File: src/rtl/hazard_stall_controller.sv
`default_nettype none
// ============================================================================
// Module   : hazard_stall_controller
// Brief    : Pipeline stall/flush sequencer for load-use, ID-branch and
//            data-memory wait hazards, with saturating statistics.
// Revision : 1.0 - initial release
// ============================================================================
module hazard_stall_controller #(
    parameter int TIMEOUT = 64,
    parameter int CNT_W   = 16
) (
    input  logic             clk_i,
    input  logic             rst_i,
    input  logic [4:0]       ID_rs1_i,
    input  logic [4:0]       ID_rs2_i,
    input  logic             EX_MemRead_i,
    input  logic [4:0]       EX_Rd_i,
    input  logic             ID_BranchTaken_i,
    input  logic             MEM_Req_i,
    input  logic             MEM_Ack_i,
    output logic             PC_Write_o,
    output logic             IF_ID_Write_o,
    output logic             IF_ID_Flush_o,
    output logic             ID_EX_Write_o,
    output logic             ID_EX_Bubble_o,
    output logic             EX_MEM_Write_o,
    output logic             MEM_WB_Bubble_o,
    output logic             Mem_Err_o,
    output logic [CNT_W-1:0] Stall_Cnt_o,
    output logic [CNT_W-1:0] Flush_Cnt_o
);

    typedef enum logic [1:0] {
        S_RUN      = 2'd0,
        S_MEM_WAIT = 2'd1,
        S_ERR      = 2'd2
    } state_t;

    localparam logic [15:0]      c_WAIT_LAST = 16'(TIMEOUT - 1);
    localparam logic [CNT_W-1:0] c_CNT_MAX   = {CNT_W{1'b1}};
    localparam logic [CNT_W-1:0] c_CNT_ONE   = {{(CNT_W-1){1'b0}}, 1'b1};

    state_t           r_state;
    state_t           w_state_nxt;
    logic [15:0]      r_wait_cnt;
    logic [15:0]      w_wait_nxt;
    logic [15:0]      w_wait_inc;
    logic             r_mem_err;
    logic [CNT_W-1:0] r_stall_cnt;
    logic [CNT_W-1:0] r_flush_cnt;

    logic w_freeze;
    logic w_loaduse;
    logic w_pc_write;
    logic w_if_id_write;
    logic w_if_id_flush;
    logic w_id_ex_write;
    logic w_id_ex_bubble;
    logic w_ex_mem_write;
    logic w_mem_wb_bubble;

    assign w_freeze  = ((r_state == S_RUN) && MEM_Req_i && !MEM_Ack_i)
                     || ((r_state == S_MEM_WAIT) && !MEM_Ack_i)
                     || (r_state == S_ERR);

    assign w_loaduse = EX_MemRead_i && (EX_Rd_i != 5'd0)
                     && ((EX_Rd_i == ID_rs1_i) || (EX_Rd_i == ID_rs2_i));

    assign w_wait_inc = r_wait_cnt + 16'd1;

    always_comb begin
        w_state_nxt = r_state;
        w_wait_nxt  = r_wait_cnt;
        case (r_state)
            S_RUN: begin
                if (MEM_Req_i && !MEM_Ack_i) begin
                    w_state_nxt = S_MEM_WAIT;
                    w_wait_nxt  = 16'd0;
                end
            end
            S_MEM_WAIT: begin
                if (MEM_Ack_i) begin
                    w_state_nxt = S_RUN;
                end else begin
                    // The RUN cycle that issued the request counts as the first
                    // frozen cycle, so ERR follows exactly TIMEOUT frozen cycles.
                    w_wait_nxt = w_wait_inc;
                    if (w_wait_inc == c_WAIT_LAST) begin
                        w_state_nxt = S_ERR;
                    end
                end
            end
            S_ERR: begin
                w_state_nxt = S_ERR;
            end
            default: begin
                w_state_nxt = S_RUN;
                w_wait_nxt  = 16'd0;
            end
        endcase
    end

    always_comb begin
        w_pc_write      = 1'b0;
        w_if_id_write   = 1'b0;
        w_if_id_flush   = 1'b0;
        w_id_ex_write   = 1'b0;
        w_id_ex_bubble  = 1'b0;
        w_ex_mem_write  = 1'b0;
        w_mem_wb_bubble = 1'b0;
        // Everything stays quiet while reset is held, independent of the clock.
        if (rst_i) begin
            if (w_freeze) begin
                w_mem_wb_bubble = 1'b1;
            end else if (w_loaduse) begin
                w_id_ex_write  = 1'b1;
                w_id_ex_bubble = 1'b1;
                w_ex_mem_write = 1'b1;
            end else begin
                w_pc_write     = 1'b1;
                w_if_id_write  = 1'b1;
                w_id_ex_write  = 1'b1;
                w_ex_mem_write = 1'b1;
                w_if_id_flush  = ID_BranchTaken_i;
            end
        end
    end

    always_ff @(posedge clk_i or negedge rst_i) begin
        if (!rst_i) begin
            r_state     <= S_RUN;
            r_wait_cnt  <= 16'd0;
            r_mem_err   <= 1'b0;
            r_stall_cnt <= '0;
            r_flush_cnt <= '0;
        end else begin
            r_state    <= w_state_nxt;
            r_wait_cnt <= w_wait_nxt;
            r_mem_err  <= (w_state_nxt == S_ERR);
            if ((w_freeze || w_loaduse) && (r_stall_cnt != c_CNT_MAX)) begin
                r_stall_cnt <= r_stall_cnt + c_CNT_ONE;
            end
            if (w_if_id_flush && (r_flush_cnt != c_CNT_MAX)) begin
                r_flush_cnt <= r_flush_cnt + c_CNT_ONE;
            end
        end
    end

    assign PC_Write_o      = w_pc_write;
    assign IF_ID_Write_o   = w_if_id_write;
    assign IF_ID_Flush_o   = w_if_id_flush;
    assign ID_EX_Write_o   = w_id_ex_write;
    assign ID_EX_Bubble_o  = w_id_ex_bubble;
    assign EX_MEM_Write_o  = w_ex_mem_write;
    assign MEM_WB_Bubble_o = w_mem_wb_bubble;
    assign Mem_Err_o       = r_mem_err;
    assign Stall_Cnt_o     = r_stall_cnt;
    assign Flush_Cnt_o     = r_flush_cnt;

endmodule
`default_nettype wire

File: config.mk
export PLATFORM = sky130hd
export DESIGN_NAME = hazard_stall_controller
export DESIGN_NICKNAME = d
export VERILOG_FILES = /design/src/rtl/hazard_stall_controller.sv
export SDC_FILE = /design/constraint.sdc
export NUM_CORES = 1
export LEC_CHECK = 0
export ABC_AREA = 1
export BUFFER_PORTS_ARGS = -buffer_cell sky130_fd_sc_hd__clkbuf_2
export CAP_MARGIN = 20
export CELL_PAD_IN_SITES_DETAIL_PLACEMENT = 1
export CELL_PAD_IN_SITES_GLOBAL_PLACEMENT = 1
export CORE_MARGIN = 1.5
export CORE_UTILIZATION = 40
export DETAILED_ROUTE_END_ITERATION = 10
export GPL_TIMING_DRIVEN = 0
export MAX_ROUTING_LAYER = met4
export PLACE_DENSITY_LB_ADDON = 0.1
export SLEW_MARGIN = 20
export SYNTH_ARGS = -nofsm -noshare
export SYNTH_HDL_FRONTEND = slang
export SYNTH_SLANG_ARGS = --single-unit
File: constraint.sdc
create_clock -name clk_i -period 2.1 [get_ports clk_i]
set_input_delay 0.21 -clock clk_i [delete_from_list [all_inputs] [get_ports clk_i]]
set_output_delay 0.21 -clock clk_i [all_outputs]
set_load 0.01 [all_outputs]
# Yosys cells after proc, flatten, opt, wreduce, memory -nomap -nowiden
# Index checks and enable logic that the tools add are counted.
totals:
  reg_bits: 51
  input_bits: 21
classes:
  addsub: 3
  eq_ne: 10
  mux: 20
  bitwise: 1
  n_reduce_logical: 16
op_table:
  columns: ["op", "n"]
  rows:
  - ["16-bit by 1-bit adder with 16-bit output, second input constant", 3]
  - ["16-bit one-hot mux with 3 select lines", 1]
  - ["16-bit 2-to-1 mux", 2]
  - ["16-bit inequality test, second input constant", 2]
  - ["16-bit by 6-bit == test with 1-bit output, second input constant", 1]
  - ["1-bit 2-to-1 mux", 13]
  - ["5-bit == test", 2]
  - ["1-bit logical AND", 8]
  - ["2-bit 2-to-1 mux", 3]
  - ["2-bit one-hot mux with 3 select lines", 1]
  - ["5-bit nonzero test", 1]
  - ["2-bit == test, second input constant", 2]
  - ["1-bit logical OR", 4]
  - ["3-bit AND reduction", 1]
  - ["2-bit by 1-bit == test with 1-bit output, second input constant", 1]
  - ["2-bit logical NOT", 1]
  - ["2-bit by 1-bit inequality test with 1-bit output, second input constant", 1]
  - ["2-bit inequality test, second input constant", 1]
  - ["1-bit logical NOT", 1]
  - ["1-bit inverter", 1]

# Longest topological paths before layout
depth:
  word_depth: 8
  depth_mapped: 12
  ltp_nobuf: 12

# Least setup slack after synthesis
# OpenSTA, ideal clock, no wires.
synth_path:
  kind: "reg2reg"
  start: "register r_flush_cnt[0] (netlist: Flush_Cnt_o[0])"
  end: "register r_flush_cnt[7] (netlist: Flush_Cnt_o[7])"
  setup_ns: 0.117
  arrival_time_ns: 1.529
  required_ns: 1.983
  slack_ns: 0.454
  stages_incl_launch_ff: 10
  period_less_slack_ns: 1.646
  cell_sequence: "dfrtp_1 > ha_1 > nand3_2 > nor2_4 > nand2_2 > nor2_2 > nand2_2 > buf_2 > nand4_1 > nand2_1"
synth_between:
  elab_chain_cells: 2
synth_lines:
  columns: ["item", "line", "source"]
  rows:
  - ["start: declaration", "50", "logic [CNT_W-1:0] r_flush_cnt;"]
  - ["start signal: assignment", "144", "r_flush_cnt <= r_flush_cnt + c_CNT_ONE;"]
  - ["branches (longest 2 deep; another with 16-bit by 1-bit adder with 16-bit output)", null, null]
# Parallel ways; which one is timed is not known.
# A chain may end at the register's enable or synchronous reset.

# Worst setup path in the final report
layout_path:
  start: "input port rst_i"
  end: "output port PC_Write_o"
layout_between:
  elab_chain_cells: 1
layout_lines:
  columns: ["item", "line", "source"]
  rows:
  - ["start: declaration", "13", "input logic rst_i,"]
  - ["1-bit 2-to-1 mux", "112", "if (rst_i) begin"]
  - ["end: declaration", "21", "output logic PC_Write_o,"]
# Every way passes these cells.

==> run metrics <==
clock sinks 51; critical path class in -> out; Slew HR 54.9%; RSZ-0062 raised after global routing true; initial antenna violation count 0; internal power 1370 µW; Syn. warnings 0; outcome complete, no violations; H-tree levels 2; Yosys top cell area share 38.1%; vias in the first global route 3,499; leading cell types in the layout, fill and taps excluded 149 x nand2_1, 58 x clkbuf_2, 53 x inv_1, 49 x dfrtp_1, 44 x nand3_1; Synth Register Bits 51; net count after synthesis 498; Final Critical Period 2.02 ns; Routed WL 9.37 mm; count of cell types in the netlist 27; die width 94.5 µm; endpoints failing setup 0; Reg-to-Reg End r_state[0]; ordered list of cells on the worst path dlygate4sd3_1 -> clkbuf_4 -> buf_16 -> nand2_2 -> a21oi_4 -> buf_6 -> buf_4 -> clkbuf_2; sequential cell area fraction in the yosys report 38.1%; gr usage total 22.9%; CTS tree yes; fin worst setup slack 0.0824 ns; Initial Util 41.0%; Peak supply drop 0.000343 V; deepest clock path buffer count 2; worst min-delay path category in -> reg; Reg2Reg Depth 10; Syn Inst Count 473; Synth area leaders dfrtp_1 38%, nand2_1 17%, nand3_1 6.6%; number of diodes 0; min-delay src MEM_Ack_i; drt via density 5.15; residual DRC count 0; TritonCTS buffer count 5; reg2reg start r_wait_cnt[1]; switching share of power 22.3%; fin cells 653; skew final 0.00554 ns; dpl ws 0.160 ns; worst skew pair latency 0.30 ns; Pwr Total 1760 µW; Hold Vio Cnt, Final 0; Clk pwr share 39.1%; Seq pwr share 55.7%; Final TNS setup 0 ns; DIE AREA 0.00894 mm²; r2r setup slk 0.19 ns; area leader, netlist dfrtp_1; gp weighted congestion 0.854; final worst-path cycle share 96.1%; Cell Area, Synth 0.00335 mm²; top fanout value on the critical path 42; Critical Path Max Stage Delay 0.52 ns; IO Port Bufs 59; Least-Margin Pin Slew 0.673 ns; Mean Syn Cell Area 7.09 µm²; startpoint types input port; largest net degree at the start of global routing 43; nature of the critical path endpoint primary output; Area growth, synth to finish 19.0%; Clock transition at path regs 0.09 ns; Max Cap Viol 0; Die Y 94.5 µm; power per cell area 441 mW/mm²; Logic pwr share 5.2%; WHS 0.279 ns; Worst Path Arrival 1.81 ns; Post-Place Cells 638; Slowest cell on crit path dlygate4sd3_1; Detailed Routing Iterations Pass 1 4; Detail Route Antenna Nets 0; via count 3,360; worst hold path depth 4; I/O pin cnt 61; hpwl dp 6.99 mm; sw power 393 µW; first-pass GRT wire length 15.9 mm; core area 0.00818 mm²; routed len/inst 14.3 µm; commonest non-fill, non-tap cell in the layout nand2_1; clk root buf clkbuf_8; hold path endpoint r_state[0]; Cell Rows 33; Starting DRT DRC Count 96; Overflow after GRT 0; Crit path required time 1.89 ns; Post-layout nets 573; FMAX 496 MHz; Slew Limit Fails 0; share of layout cells above drive strength 1 18.2%; fill count 1,108; Static Leak 0.00214 µW
repair_timing:
item	4_1_cts	5_1_grt
hold buffers	2	0
setup buffers	1	4
endpoints found under the setup margin	2	26
hold endpoints to repair	11	0
cloned	0	1
gates resized for setup	0	7
synth_stat cells:
library cell and n:
clkbuf_1 5, nand4_1 28, xnor2_1 13, o22ai_1 7, inv_1 53, ha_1 4, o21ai_0 14, dfrtp_1 51
o21ai_1 6, nor3_1 7, nand3b_1 1, nor2_4 2, buf_6 1, nand3_1 44, buf_4 3, buf_2 6
nand2_2 4, xor2_1 22, nand3_4 1, nor4_1 2, nand2_1 149, nor2_2 4, and3_1 1, nand3_2 1
clkinv_1 1, nor2_1 42, a21oi_4 1
worst max-delay path: cells and delay by family:
kind	cells	cell delay, ns
simple gates	1	0.12
compound gates	1	0.19
buf+inv	6	1.27
sequential cells by signal (all words and copies together) (netlist names):
register	cells
Flush_Cnt_o	16
Stall_Cnt_o	16
r_wait_cnt	16
r_state	2
Mem_Err_o	1
cell type report:
class	count	area (µm²)	area share, %
Multi-Input combinational cell	353	1800	45.0
Sequential cell	51	1280	32.1
Timing Repair Buffer	68	388	9.72
Inverter	54	206	5.18
Tap cell	105	131	3.29
Buffer	15	86.3	2.16
Clock buffer	6	72.6	1.82
Clock inverter	1	30.0	0.753
per-layer routing:
| metal | routed length (µm) | up-vias | part of all wire (%) | GRT usage [%] |
|---|---|---|---|---|
| met5 | 0 | - | 0 | - |
| met4 | 69 | 0 | 0.74 | 3.73 |
| met3 | 330 | 8 | 3.5 | 3.22 |
| met2 | 4600 | 61 | 49 | 40.4 |
| met1 | 4370 | 1622 | 47 | 28.2 |
| li1 | - | 1669 | - | - |
how the worst max path moves through the flow:
stage,startpoint,to,slack [ns]
floorplan,Flush_Cnt_o[0],Flush_Cnt_o[7],0.45
global placement,rst_i,PC_Write_o,-0.47
detailed placement,r_wait_cnt[1],r_state[0],0.16
CTS,rst_i,PC_Write_o,0.005
global route,r_state[0],PC_Write_o,-0.04
finish,rst_i,PC_Write_o,0.08
cells by family (layout without fill, tap and decap cells):
group | Yosys count | count (layout) | synth area share, %
simple gates | 286 | 286 | 38.0
buf+inv | 69 | 144 | 8.51
flops | 51 | 51 | 38.1
xor+xnor | 35 | 35 | 9.15
compound gates | 28 | 28 | 4.78
fa+ha+maj | 4 | 4 | 1.49
power by group through the flow:
| stage | Sequential, µW | Combinational [µW] | Clock, µW |
|---|---|---|---|
| floorplan | 1000 | 31.3 | 0 |
| global placement | 1000 | 82.0 | 0 |
| detailed placement | 1000 | 90.6 | 0 |
| CTS | 981 | 94.0 | 708 |
| global route | 981 | 103 | 745 |
| finish | 981 | 90.8 | 689 |
per-stage QoR:
step | utilization [%] | instance area (µm²)
global route | 48.8 | 3990
global placement | 46.2 | 3780
CTS | 48.2 | 3940
finish | 48.8 | 3990
detailed placement | 46.6 | 3810
floorplan | - | 3350
(Power assumes the default switching activity.)
